==> src/rtl/accel_sequencer.sv <==
// Command front-end for the modular-arithmetic accelerator: validates a command, runs the
// Montgomery R-setup pass when the cached modulant differs, waits for finished, returns a response.
module accel_sequencer #(
  parameter int DATA_WIDTH     = 8,
  parameter int TIMEOUT_CYCLES = 1024
) (
  input  logic                  clk,
  input  logic                  reset,
  input  logic                  cmd_valid,
  output logic                  cmd_ready,
  input  logic [2:0]            cmd_op,
  input  logic [DATA_WIDTH-1:0] cmd_a,
  input  logic [DATA_WIDTH-1:0] cmd_b,
  input  logic [DATA_WIDTH-1:0] cmd_mod,
  output logic                  resp_valid,
  input  logic                  resp_ready,
  output logic [DATA_WIDTH-1:0] resp_data,
  output logic                  resp_err,
  output logic [DATA_WIDTH-1:0] acc_a,
  output logic [DATA_WIDTH-1:0] acc_b,
  output logic [DATA_WIDTH-1:0] acc_modulant,
  output logic [2:0]            acc_control,
  output logic                  acc_start,
  input  logic [DATA_WIDTH-1:0] acc_result,
  input  logic                  acc_finished,
  output logic                  busy
);

  localparam int                    CNT_W     = $clog2(TIMEOUT_CYCLES + 1);
  localparam logic [CNT_W-1:0]      CNT_ZERO  = CNT_W'(0);
  localparam logic [CNT_W-1:0]      CNT_ONE   = CNT_W'(1);
  localparam logic [CNT_W-1:0]      CNT_LAST  = CNT_W'(TIMEOUT_CYCLES - 1);
  localparam logic [2:0]            OP_RSETUP = 3'b011;
  localparam logic [2:0]            OP_NONE   = 3'b000;
  localparam logic [DATA_WIDTH-1:0] ZERO      = DATA_WIDTH'(0);
  localparam logic [DATA_WIDTH-1:0] ONE       = DATA_WIDTH'(1);

  typedef enum logic [2:0] {
    IDLE      = 3'd0,
    RS_ISSUE  = 3'd1,
    RS_SETTLE = 3'd2,
    RS_WAIT   = 3'd3,
    ISSUE     = 3'd4,
    SETTLE    = 3'd5,
    WAIT      = 3'd6,
    RESP      = 3'd7
  } state_t;

  state_t                state;
  state_t                state_next;
  logic [2:0]            op;
  logic [2:0]            op_next;
  logic                  r_valid;
  logic                  r_valid_next;
  logic [DATA_WIDTH-1:0] r_mod;
  logic [DATA_WIDTH-1:0] r_mod_next;
  logic [CNT_W-1:0]      wait_cnt;
  logic [CNT_W-1:0]      cnt_next;
  logic [DATA_WIDTH-1:0] resp_data_next;
  logic                  resp_err_next;
  logic                  load_cmd;
  logic [2:0]            control_next;

  // Opcodes 110/111 do not exist; R setup, mult and exp need an odd modulant.
  function automatic logic cmd_illegal(input logic [2:0] opc, input logic [DATA_WIDTH-1:0] m);
    logic bad_op;
    logic needs_odd;
    bad_op    = opc[2] & opc[1];
    needs_odd = (opc == OP_RSETUP) | opc[2];
    return bad_op | (m == ZERO) | (needs_odd & ~m[0]);
  endfunction

  // Next-state, response capture, Montgomery cache and timeout counter.
  always_comb begin
    state_next     = state;
    op_next        = op;
    r_valid_next   = r_valid;
    r_mod_next     = r_mod;
    cnt_next       = wait_cnt;
    resp_data_next = resp_data;
    resp_err_next  = resp_err;
    load_cmd       = 1'b0;
    case (state)
      IDLE: begin
        if (cmd_valid) begin
          load_cmd = 1'b1;
          op_next  = cmd_op;
          if (cmd_illegal(cmd_op, cmd_mod)) begin
            state_next     = RESP;
            resp_data_next = ZERO;
            resp_err_next  = 1'b1;
          end else if (cmd_op[2] && !(r_valid && (r_mod == cmd_mod))) begin
            state_next = RS_ISSUE;
          end else begin
            state_next = ISSUE;
          end
        end else begin
          state_next = IDLE;
        end
      end
      RS_ISSUE:  state_next = RS_SETTLE;
      RS_SETTLE: begin
        state_next = RS_WAIT;
        cnt_next   = CNT_ZERO;
      end
      RS_WAIT: begin
        if (acc_finished) begin
          state_next   = ISSUE;
          r_valid_next = 1'b1;
          r_mod_next   = acc_modulant;
        end else if (wait_cnt == CNT_LAST) begin
          state_next     = RESP;
          resp_data_next = ZERO;
          resp_err_next  = 1'b1;
          r_valid_next   = 1'b0;
        end else begin
          cnt_next = wait_cnt + CNT_ONE;
        end
      end
      ISSUE:  state_next = SETTLE;
      SETTLE: begin
        // finished may still be high from the previous operation here
        state_next = WAIT;
        cnt_next   = CNT_ZERO;
      end
      WAIT: begin
        if (acc_finished) begin
          state_next    = RESP;
          resp_err_next = 1'b0;
          if (op == OP_RSETUP) begin
            resp_data_next = ONE;
            r_valid_next   = 1'b1;
            r_mod_next     = acc_modulant;
          end else begin
            resp_data_next = acc_result;
          end
        end else if (wait_cnt == CNT_LAST) begin
          state_next     = RESP;
          resp_data_next = ZERO;
          resp_err_next  = 1'b1;
          r_valid_next   = 1'b0;
        end else begin
          cnt_next = wait_cnt + CNT_ONE;
        end
      end
      RESP: begin
        if (resp_ready) begin
          state_next = IDLE;
        end else begin
          state_next = RESP;
        end
      end
      default: state_next = IDLE;
    endcase
  end

  // Accelerator control for the state being entered, so the output can be registered.
  always_comb begin
    control_next = OP_NONE;
    case (state_next)
      RS_ISSUE, RS_SETTLE, RS_WAIT: control_next = OP_RSETUP;
      ISSUE, SETTLE, WAIT:          control_next = op_next;
      default:                      control_next = OP_NONE;
    endcase
  end

  // State, cache, counter and all registered outputs.
  always_ff @(posedge clk) begin
    if (reset) begin
      state        <= IDLE;
      op           <= OP_NONE;
      r_valid      <= 1'b0;
      r_mod        <= ZERO;
      wait_cnt     <= CNT_ZERO;
      resp_data    <= ZERO;
      resp_err     <= 1'b0;
      acc_a        <= ZERO;
      acc_b        <= ZERO;
      acc_modulant <= ZERO;
      acc_control  <= OP_NONE;
      acc_start    <= 1'b0;
      cmd_ready    <= 1'b1;
      resp_valid   <= 1'b0;
      busy         <= 1'b0;
    end else begin
      state        <= state_next;
      op           <= op_next;
      r_valid      <= r_valid_next;
      r_mod        <= r_mod_next;
      wait_cnt     <= cnt_next;
      resp_data    <= resp_data_next;
      resp_err     <= resp_err_next;
      acc_control  <= control_next;
      acc_start    <= (state_next == ISSUE) || (state_next == RS_ISSUE);
      cmd_ready    <= (state_next == IDLE);
      resp_valid   <= (state_next == RESP);
      busy         <= (state_next != IDLE);
      if (load_cmd) begin
        acc_a        <= cmd_a;
        acc_b        <= cmd_b;
        acc_modulant <= cmd_mod;
      end
    end
  end

endmodule
==> config.mk <==
export PLATFORM = sky130hd
export DESIGN_NAME = accel_sequencer
export DESIGN_NICKNAME = d
export VERILOG_FILES = /design/src/rtl/accel_sequencer.sv
export SDC_FILE = /design/constraint.sdc
export NUM_CORES = 1
export LEC_CHECK = 0
export ABC_CLOCK_PERIOD_IN_PS = 2450
export BUFFER_PORTS_ARGS = -buffer_cell sky130_fd_sc_hd__buf_4
export CELL_PAD_IN_SITES_DETAIL_PLACEMENT = 1
export CELL_PAD_IN_SITES_GLOBAL_PLACEMENT = 1
export CORE_MARGIN = 2
export CORE_UTILIZATION = 38
export CTS_CLUSTER_DIAMETER = 60
export DETAILED_ROUTE_END_ITERATION = 10
export PLACE_DENSITY_LB_ADDON = 0.1
export SETUP_SLACK_MARGIN = 0.3
export SYNTH_ARGS = -nofsm -noshare
export SYNTH_HDL_FRONTEND = slang
export SYNTH_SLANG_ARGS = --single-unit
==> constraint.sdc <==
create_clock -name clk -period 2.45 [get_ports clk]
set_input_delay 0.1225 -clock clk [delete_from_list [all_inputs] [get_ports clk]]
set_output_delay 0.1225 -clock clk [all_outputs]
set_load 0.1 [all_outputs]
==> implementation parameters, run 1 <==
Parameter                              Value

Drt
  Vias after detailed routing    about 2.5k
  Residual DRC    0
  Drt wl/cell    about 14 um
  Drt pass-1 iters    4
  Violation count after the first detailed-route iteration    46
  Ratio of routed vias to standard cells    roughly 5.0
  Number of routed nets with antenna violations    0
  Final wirelength    just over 7000 um

Pwr
  Part of the power in combinational logic    a little over a third
  Total power after layout    between 0.003 and 0.004 W
  Internal power    slightly below 0.002 W
  Share of total power in sequential cells    37.7%
  Leakage dissipation    about 1.6 nW
  Proportion of power drawn by the clock network    a little over a quarter
  Net switching power of the design    0.00137 W
  P per Cell Area    905 mW/mm2
  Switching part of the total power    around two fifths
  Largest voltage drop on the vdd net    around 0.00033 V

Synth
  Synth Register Bits    66
  Register area share after synthesis    roughly 47%
  Number of synthesized flops with an enable pin    0
  Post-synthesis instance area    roughly 0.0028 mm2
  Most used flip-flop cell after synthesis    sky130_fd_sc_hd__dfxtp_1
  Mean area per synthesized cell    roughly 8.6 um2
  Area fraction of the dominant cell type after synthesis    a little under half
  Number of library cell types mapped by synthesis    49
  Cell types occupying the most area after synthesis    sky130_fd_sc_hd__dfxtp_1 47%, sky130_fd_sc_hd__nand2_1 9.6%, sky130_fd_sc_hd__a21oi_1 5.5%
  Share of async-settable or async-resettable flops after synthesis    0%
  Syn Nets    ~370
  Synth warnings    0
  Cells after Synth    between 300 and 400
  Synth area leader    sky130_fd_sc_hd__dfxtp_1

Worst setup path
  Longest individual stage delay on the worst path    380 ps
  Critical Path Source Type    register
  Arr. time, crit path    about 2200 ps
  Data required, critical path    between 2000 and 3000 ps
  Worst-path cell chain    ha_2 > and4_4 > nand4b_4 > a22o_1 > a221o_2 > xnor2_1 > nor3_1
  Worst R2R Start    wait_cnt[0]
  Number of cell instances on the worst register-to-register path    7
  Critical setup path kind    reg -> reg
  Critical Path Fanout Max    5
  Crit Reg-Reg Endpoint    acc_start
  Flop2flop setup slack    approximately 430 ps
  Setup crit end kind    register
  Slowest cell on the critical path    sky130_fd_sc_hd__dfxtp_2

Timing
  Slew of the pin with the lowest slew margin    602 ps
  Final Setup Violations    0
  Unrepaired setup endpoints after global routing    no
  Max Clock Freq    a little under 500 MHz
  Final-report max-slew violation count    0
  Part of the cycle the worst path needs    between 80% and 90%
  Min cycle time layout    between 2000 and 2500 ps
  Hold_ws    approximately 24 ps
  Final Hold Violating Endpoints    0
  Aggregate negative setup slack    0 ps
  Max transition margin    between 50% and 60%
  Worst clock skew    9.15 ps

CTS
  Total number of clock tree sinks    between 60 and 70
  Clock edge transition at the registers on the reported setup and hold paths    about 70 ps
  CTS Buf Count    9
  H-Tree Level Count    3
  Buffers from clock root to sink, at most    2
  Clock tree from TritonCTS    yes
  Hold_buf cts    0
  Clock Tree Root    sky130_fd_sc_hd__clkbuf_8
  Later-pin clock latency in the skew report    330 ps
  Count of buffers added by post-CTS timing repair for setup    0

Cells and area
  Share of cells above drive strength 1    between 20% and 30%
  Growth of design area from synthesis to finish    31.5%
  Fillers    882
  Final standard cell utilization of the core    between 50% and 60%
  NumNets Final    ~450
  Antenna Diode Count    0
  Post-route design area    about 0.0037 mm2

Global route
  Largest net degree at the start of global routing    56
  Congestion Overflow GR    0
  Global router's overall resource usage    a little under a fifth
  First-pass GRT wire length    about 12000 um
  Number of antenna violations at the first check in global routing    0
  Vias in the first global route    about 2.5k

Placed design
  Global placer's final weighted congestion    just over 0.7
  Port bufs    79
  Instance area after placement    between 0.003 and 0.004 mm2
  Half-perimeter wire length after placement    ~5300 um

Status
  Run status    complete, no violations

Floorplan
  Horizontal die dimension    between 90 and 100 um
  Row count    31
  Placeable Area    just over 0.007 mm2
  # IOs    80
  Starting Density    39.0%
  Chip height    roughly 90 um
  Area enclosed by the die boundary    slightly above 0.008 mm2

Min path
  End point of the most critical hold path    resp_data[7]
  Worst min-delay path category    in -> reg
  Hold path cells    3
  Startpoint of the tightest hold check path    acc_result[7]

Flow run
  Count of max-cap constraint violations    0
[through the flow]
stage / worst slack (ps) / cells
floorplan: 475 / 328
finish: 431 / 509
CTS: 314 / 509
global placement: 305 / 493
global route: 284 / 509
detailed placement: 268 / 493
[per-layer routing]
layer / up-vias / track usage [%] / part of all wire [%]
met5: - / 0 / 0
met4: 0 / 4.49 / 0.61
met3: 5 / 5.45 / 3.9
met2: 52 / 30.8 / 48
met1: 1194 / 22.5 / 47
li1: 1274 / - / -
[cell usage in the layout (no fill, tap or decap), types with 6 or more instances in the layout]
cell type                  Yosys  layout
sky130_fd_sc_hd__nor2_1       38      38
sky130_fd_sc_hd__nand2_1      72      71
sky130_fd_sc_hd__o21ai_0       6       6
sky130_fd_sc_hd__a21oi_1      31      31
sky130_fd_sc_hd__xnor2_1       9       9
sky130_fd_sc_hd__buf_4         2      84
sky130_fd_sc_hd__clkbuf_8      0      10
sky130_fd_sc_hd__mux2i_1      10      10
sky130_fd_sc_hd__a22oi_1       7       7
sky130_fd_sc_hd__dfxtp_1      66      64
sky130_fd_sc_hd__xor2_1        8       8
[worst max-delay path by stage]
| stage | from | to | cells past startpoint |
|---|---|---|---|
| final | wait_cnt[0] | acc_start | 7 |
| after detailed placement | wait_cnt[0] | wait_cnt[9] | 7 |
| after global routing | state[0] | cmd_ready | 6 |
| after floorplan | wait_cnt[0] | wait_cnt[9] | 7 |
| after global placement | wait_cnt[0] | wait_cnt[9] | 7 |
| after CTS | wait_cnt[0] | resp_data[4] | 7 |
[cell families (layout without fill, tap and decap cells)]
family,after synthesis,count (layout),share of synthesized area (%)
muxes,10,10,3.56
buffers and inverters,22,104,3.42
xor gates and xnor gates,17,17,5.29
AOI/OAI and AO/OA,68,68,16.2
and+or+nand+nor,144,144,24.1
adders and majority gates,1,1,0.445
DFF,66,66,47.0
[final cells by class]
class                           instances  area [um2]  share of cell area [%]
Clock buffer                           12         145                    3.92
Timing Repair Buffer                   84         631                    17.0
Tap cell                               99         124                    3.35
Multi-Input combinational cell        240        1410                    38.1
Inverter                                4        15.0                   0.406
Clock inverter                          4        51.3                    1.39
Sequential cell                        66        1320                    35.8
[power by group through the flow]
| stage | combinational, W | sequential (W) | clock [W] |
|---|---|---|---|
| after floorplan | 0.000388 | 0.00179 | 0 |
| after global placement | 0.00117 | 0.00128 | 0 |
| after detailed placement | 0.00119 | 0.00128 | 0 |
| after CTS | 0.00119 | 0.00126 | 0.000936 |
| after global routing | 0.00126 | 0.00128 | 0.000986 |
| final | 0.00118 | 0.00126 | 0.000903 |
[sequential cells by signal, summed over array words and instances, names as in the netlist]
| signal | count |
|---|---|
| acc_a | 8 |
| acc_b | 8 |
| acc_control | 3 |
| acc_modulant | 8 |
| acc_start | 1 |
| busy | 1 |
| cmd_ready | 1 |
| op | 3 |
| r_mod | 8 |
| r_valid | 1 |
| resp_data | 8 |
| resp_err | 1 |
| resp_valid | 1 |
| state | 3 |
| wait_cnt | 11 |
[repair_timing]
action                                  in CTS  in global routing
endpoints found under the setup margin       3                 24
resized for setup                            0                  7
pin swaps                                    1                  0
[critical path: cells and delay by family (launching register included)]
family,cells,cell delay [ps]
simple gates,3,470
fa+ha+maj,1,230
xor+xnor,1,190
flops,1,380
compound gates,2,630
[cells in the mapped netlist (5+ instances only)]
cell type	n
sky130_fd_sc_hd__dfxtp_1	66
sky130_fd_sc_hd__xnor2_1	9
sky130_fd_sc_hd__a21oi_1	31
sky130_fd_sc_hd__buf_2	5
sky130_fd_sc_hd__xor2_1	8
sky130_fd_sc_hd__o21ai_0	6
sky130_fd_sc_hd__clkbuf_1	7
sky130_fd_sc_hd__a22oi_1	7
sky130_fd_sc_hd__nand2_1	72
sky130_fd_sc_hd__nor2_1	38
sky130_fd_sc_hd__mux2i_1	10
No activity file was read; power rests on OpenSTA's default activity.
==> inputs of run 2 (changes only) <==
--- a/config.mk
+++ b/config.mk
@@ -5,12 +5,12 @@
 export SDC_FILE = /design/constraint.sdc
 export NUM_CORES = 1
 export LEC_CHECK = 0
-export ABC_CLOCK_PERIOD_IN_PS = 2450
+export ABC_CLOCK_PERIOD_IN_PS = 1700
 export BUFFER_PORTS_ARGS = -buffer_cell sky130_fd_sc_hd__buf_4
 export CELL_PAD_IN_SITES_DETAIL_PLACEMENT = 1
 export CELL_PAD_IN_SITES_GLOBAL_PLACEMENT = 1
 export CORE_MARGIN = 2
-export CORE_UTILIZATION = 38
+export CORE_UTILIZATION = 34
 export CTS_CLUSTER_DIAMETER = 60
 export DETAILED_ROUTE_END_ITERATION = 10
 export PLACE_DENSITY_LB_ADDON = 0.1
==> constraint.sdc (replaced) <==
create_clock -name clk -period 1.7 [get_ports clk]
set_input_delay 0.085 -clock clk [delete_from_list [all_inputs] [get_ports clk]]
set_output_delay 0.085 -clock clk [all_outputs]
set_load 0.1 [all_outputs]
==> run 2 against run 1 <==
Critical path depth is 1 higher. Maximum frequency is 5.6% higher. Clock skew is 4.1 ps higher. Sequential share of layout area is 8.2 points lower. Critical path type unchanged. Worst setup slack worse by 640 ps. Design area is 31% higher. Non-clock buffer count is 79 higher. The run now ends with setup timing left.
==> implementation parameters, run 2 (synthesized netlist as in run 1, its figures left out) <==
Parameter                              Value

Cells and area
  Share of cells above drive strength 1    50.7% (+21 points)
  Flip-flop count of the largest register after layout    11 (unchanged)
  NumNets Final    527 (+18%)
  Fillers    924 (+4.8%)
  Leading cell types in the layout, fill and taps excluded    130 x sky130_fd_sc_hd__buf_4, 61 x sky130_fd_sc_hd__dfxtp_1, 50 x sky130_fd_sc_hd__nand2_1
  Antenna Diode Count    0 (unchanged)
  Biggest register    wait_cnt
  Growth of design area from synthesis to finish    72.5%
  Layout Cells excl Fill    596 (+17%)
  Leading cell type in the layout, fill and taps excluded    sky130_fd_sc_hd__buf_4
  Final standard cell utilization of the core    59.7% (+8.4 points)

Status
  Run status    complete, but fails checks
  Failing checks    setup timing

Floorplan
  Starting Density    34.6% (-4.4 points)
  Row count    33 (+6.5%)
  # IOs    80 (unchanged)
  Chip height    95.0 um (+5.5%)
  Horizontal die dimension    95.0 um (+5.5%)
  Placeable Area    0.00813 mm2 (+13%)
  Area enclosed by the die boundary    0.00902 mm2 (+11%)

Pwr
  Total power after layout    0.00547 W (+63%)
  P per Cell Area    1130 mW/mm2 (+24%)
  Largest voltage drop on the vdd net    0.000536 V (+65%)
  Leakage dissipation    2.14 nW (+36%)

Min path
  Startpoint of the tightest hold check path    cmd_mod[6]
  Worst min-delay path category    in -> reg
  End point of the most critical hold path    acc_modulant[6]
  Hold path cells    3 (unchanged)

Worst setup path
  Crit Reg-Reg Endpoint    acc_control[1]
  Flop2flop setup slack    -210 ps (-640 ps)
  Data required, critical path    1930 ps (-720 ps)
  Critical Path Source Type    register
  Arr. time, crit path    2140 ps (-80 ps)
  Slowest cell on the critical path    sky130_fd_sc_hd__dfxtp_2
  Critical setup path kind    reg -> reg
  Longest individual stage delay on the worst path    360 ps (-20 ps)
  Worst R2R Start    wait_cnt[1]
  Number of cell instances on the worst register-to-register path    8 (+1)
  Critical Path Fanout Max    4 (-1)
  Worst-path cell chain    ha_4 > and4_4 > nand4b_4 > buf_4 > o21ai_4 > o22ai_2 > a21o_1 > and3_1
  Setup crit end kind    register

Timing
  Max Clock Freq    523 MHz (+5.6%)
  Worst clock skew    13.3 ps (+4.12 ps)
  Max transition margin    58.3% (-1.6 points)
  Final Hold Violating Endpoints    0 (unchanged)
  Min cycle time layout    1910 ps (-108 ps)
  Part of the cycle the worst path needs    112% (+30 points)
  Final-report max-slew violation count    0 (unchanged)
  Slew of the pin with the lowest slew margin    626 ps (+24.3 ps)
  Final Setup Violations    28 (+28)
  Unrepaired setup endpoints after global routing    yes
  Slack of the critical path    -211 ps (-642 ps)

Placed design
  Port bufs    79 (unchanged)
  Number of cells in the design after placement    536 (+8.7%)
  Post-placement setup slack    -152 ps (-420 ps)
  Half-perimeter wire length after placement    5750 um (+9.4%)
  Global placer's final weighted congestion    0.774 (+7.4%)

Global route
  Largest net degree at the start of global routing    24 (-57%)
  Vias in the first global route    2999 (+20%)
  Global router's overall resource usage    20.6% (+2.4 points)
  First-pass GRT wire length    14400 um (+18%)
  Number of antenna violations at the first check in global routing    0 (unchanged)
  Congestion Overflow GR    0 (unchanged)

Drt
  Residual DRC    0 (unchanged)
  Vias after detailed routing    2983 (+18%)
  Final wirelength    10400 um (+44%)
  Drt wl/cell    17.4 um (+23%)
  Ratio of routed vias to standard cells    5.01 (+0.89%)
  Number of routed nets with antenna violations    0 (unchanged)
  Violation count after the first detailed-route iteration    63 (+37%)
  Drt pass-1 iters    4 (unchanged)

CTS
  Clock Tree Root    sky130_fd_sc_hd__clkbuf_8
  Clock edge transition at the registers on the reported setup and hold paths    80 ps (about the same)
  Later-pin clock latency in the skew report    340 ps (about the same)
  CTS Buf Count    9 (unchanged)
  Total number of clock tree sinks    66 (unchanged)
  H-Tree Level Count    3 (unchanged)
  Buffers from clock root to sink, at most    2 (unchanged)
  Clock tree from TritonCTS    yes

Flow run
  Count of max-cap constraint violations    0 (unchanged)
==> run 2: layout make-up <==
type / instances / area (um2) / share of cell area, %
multi-input cells: 242 / 1830 / 37.6
repair buffers: 163 / 1350 / 27.9
flip-flops and latches: 66 / 1340 / 27.6
clock buffers: 11 / 151 / 3.12
well taps: 105 / 131 / 2.71
clock inverters: 5 / 37.5 / 0.774
inverters: 4 / 15.0 / 0.309
==> run 2: timing repair <==
item | CTS | global route
gates cloned | 2 | 0
setup buffers | 7 | 12
endpoints found under the setup margin | 58 | 57
endpoints found under the hold margin | 22 | 1
resized for setup | 33 | 84
hold buffers | 22 | 1
pin swaps | 22 | 21
==> run 2: power breakdown <==
group / switching [W] / internal, W
Combinational: 0.00158 / 0.000805
Clock: 0.000644 / 0.000612
Sequential: 0.000125 / 0.00170
==> run 2: through the flow <==
step | TNS (ps) | hold WS (ps) | cell area [um2]
global route | -5310 | 13.6 | 4850
detailed placement | -2660 | 336 | 3810
global placement | -1920 | 322 | 3810
finish | -3130 | 19.6 | 4850
CTS | -1240 | 7.78 | 4400
floorplan | -736 | 221 | 2850
==> run 2: layer usage <==
layer,routed length (um),track usage (%)
met3,352,3.91
met2,5510,36.3
met1,4400,25.4
met5,0,0
met4,112,5.92
==> run 2: how the worst max path moves through the flow <==
| stage | start | end | slack [ps] |
|---|---|---|---|
| 2_1_floorplan | wait_cnt[0] | wait_cnt[3] | -100 |
| 3_3_place_gp | wait_cnt[1] | cmd_ready | -120 |
| 3_5_place_dp | cmd_mod[1] | resp_data[5] | -150 |
| 4_1_cts | wait_cnt[1] | resp_valid | -150 |
| 5_1_grt | state[1] | acc_control[1] | -260 |
| 6_report | wait_cnt[1] | acc_control[1] | -210 |
==> run 2: worst max-delay path, delay by kind of cell (launching register included) <==
family	cells	cell delay (ps)
compound gates	3	570
buf+inv	1	180
flops	1	360
fa+ha+maj	1	130
simple gates	3	560
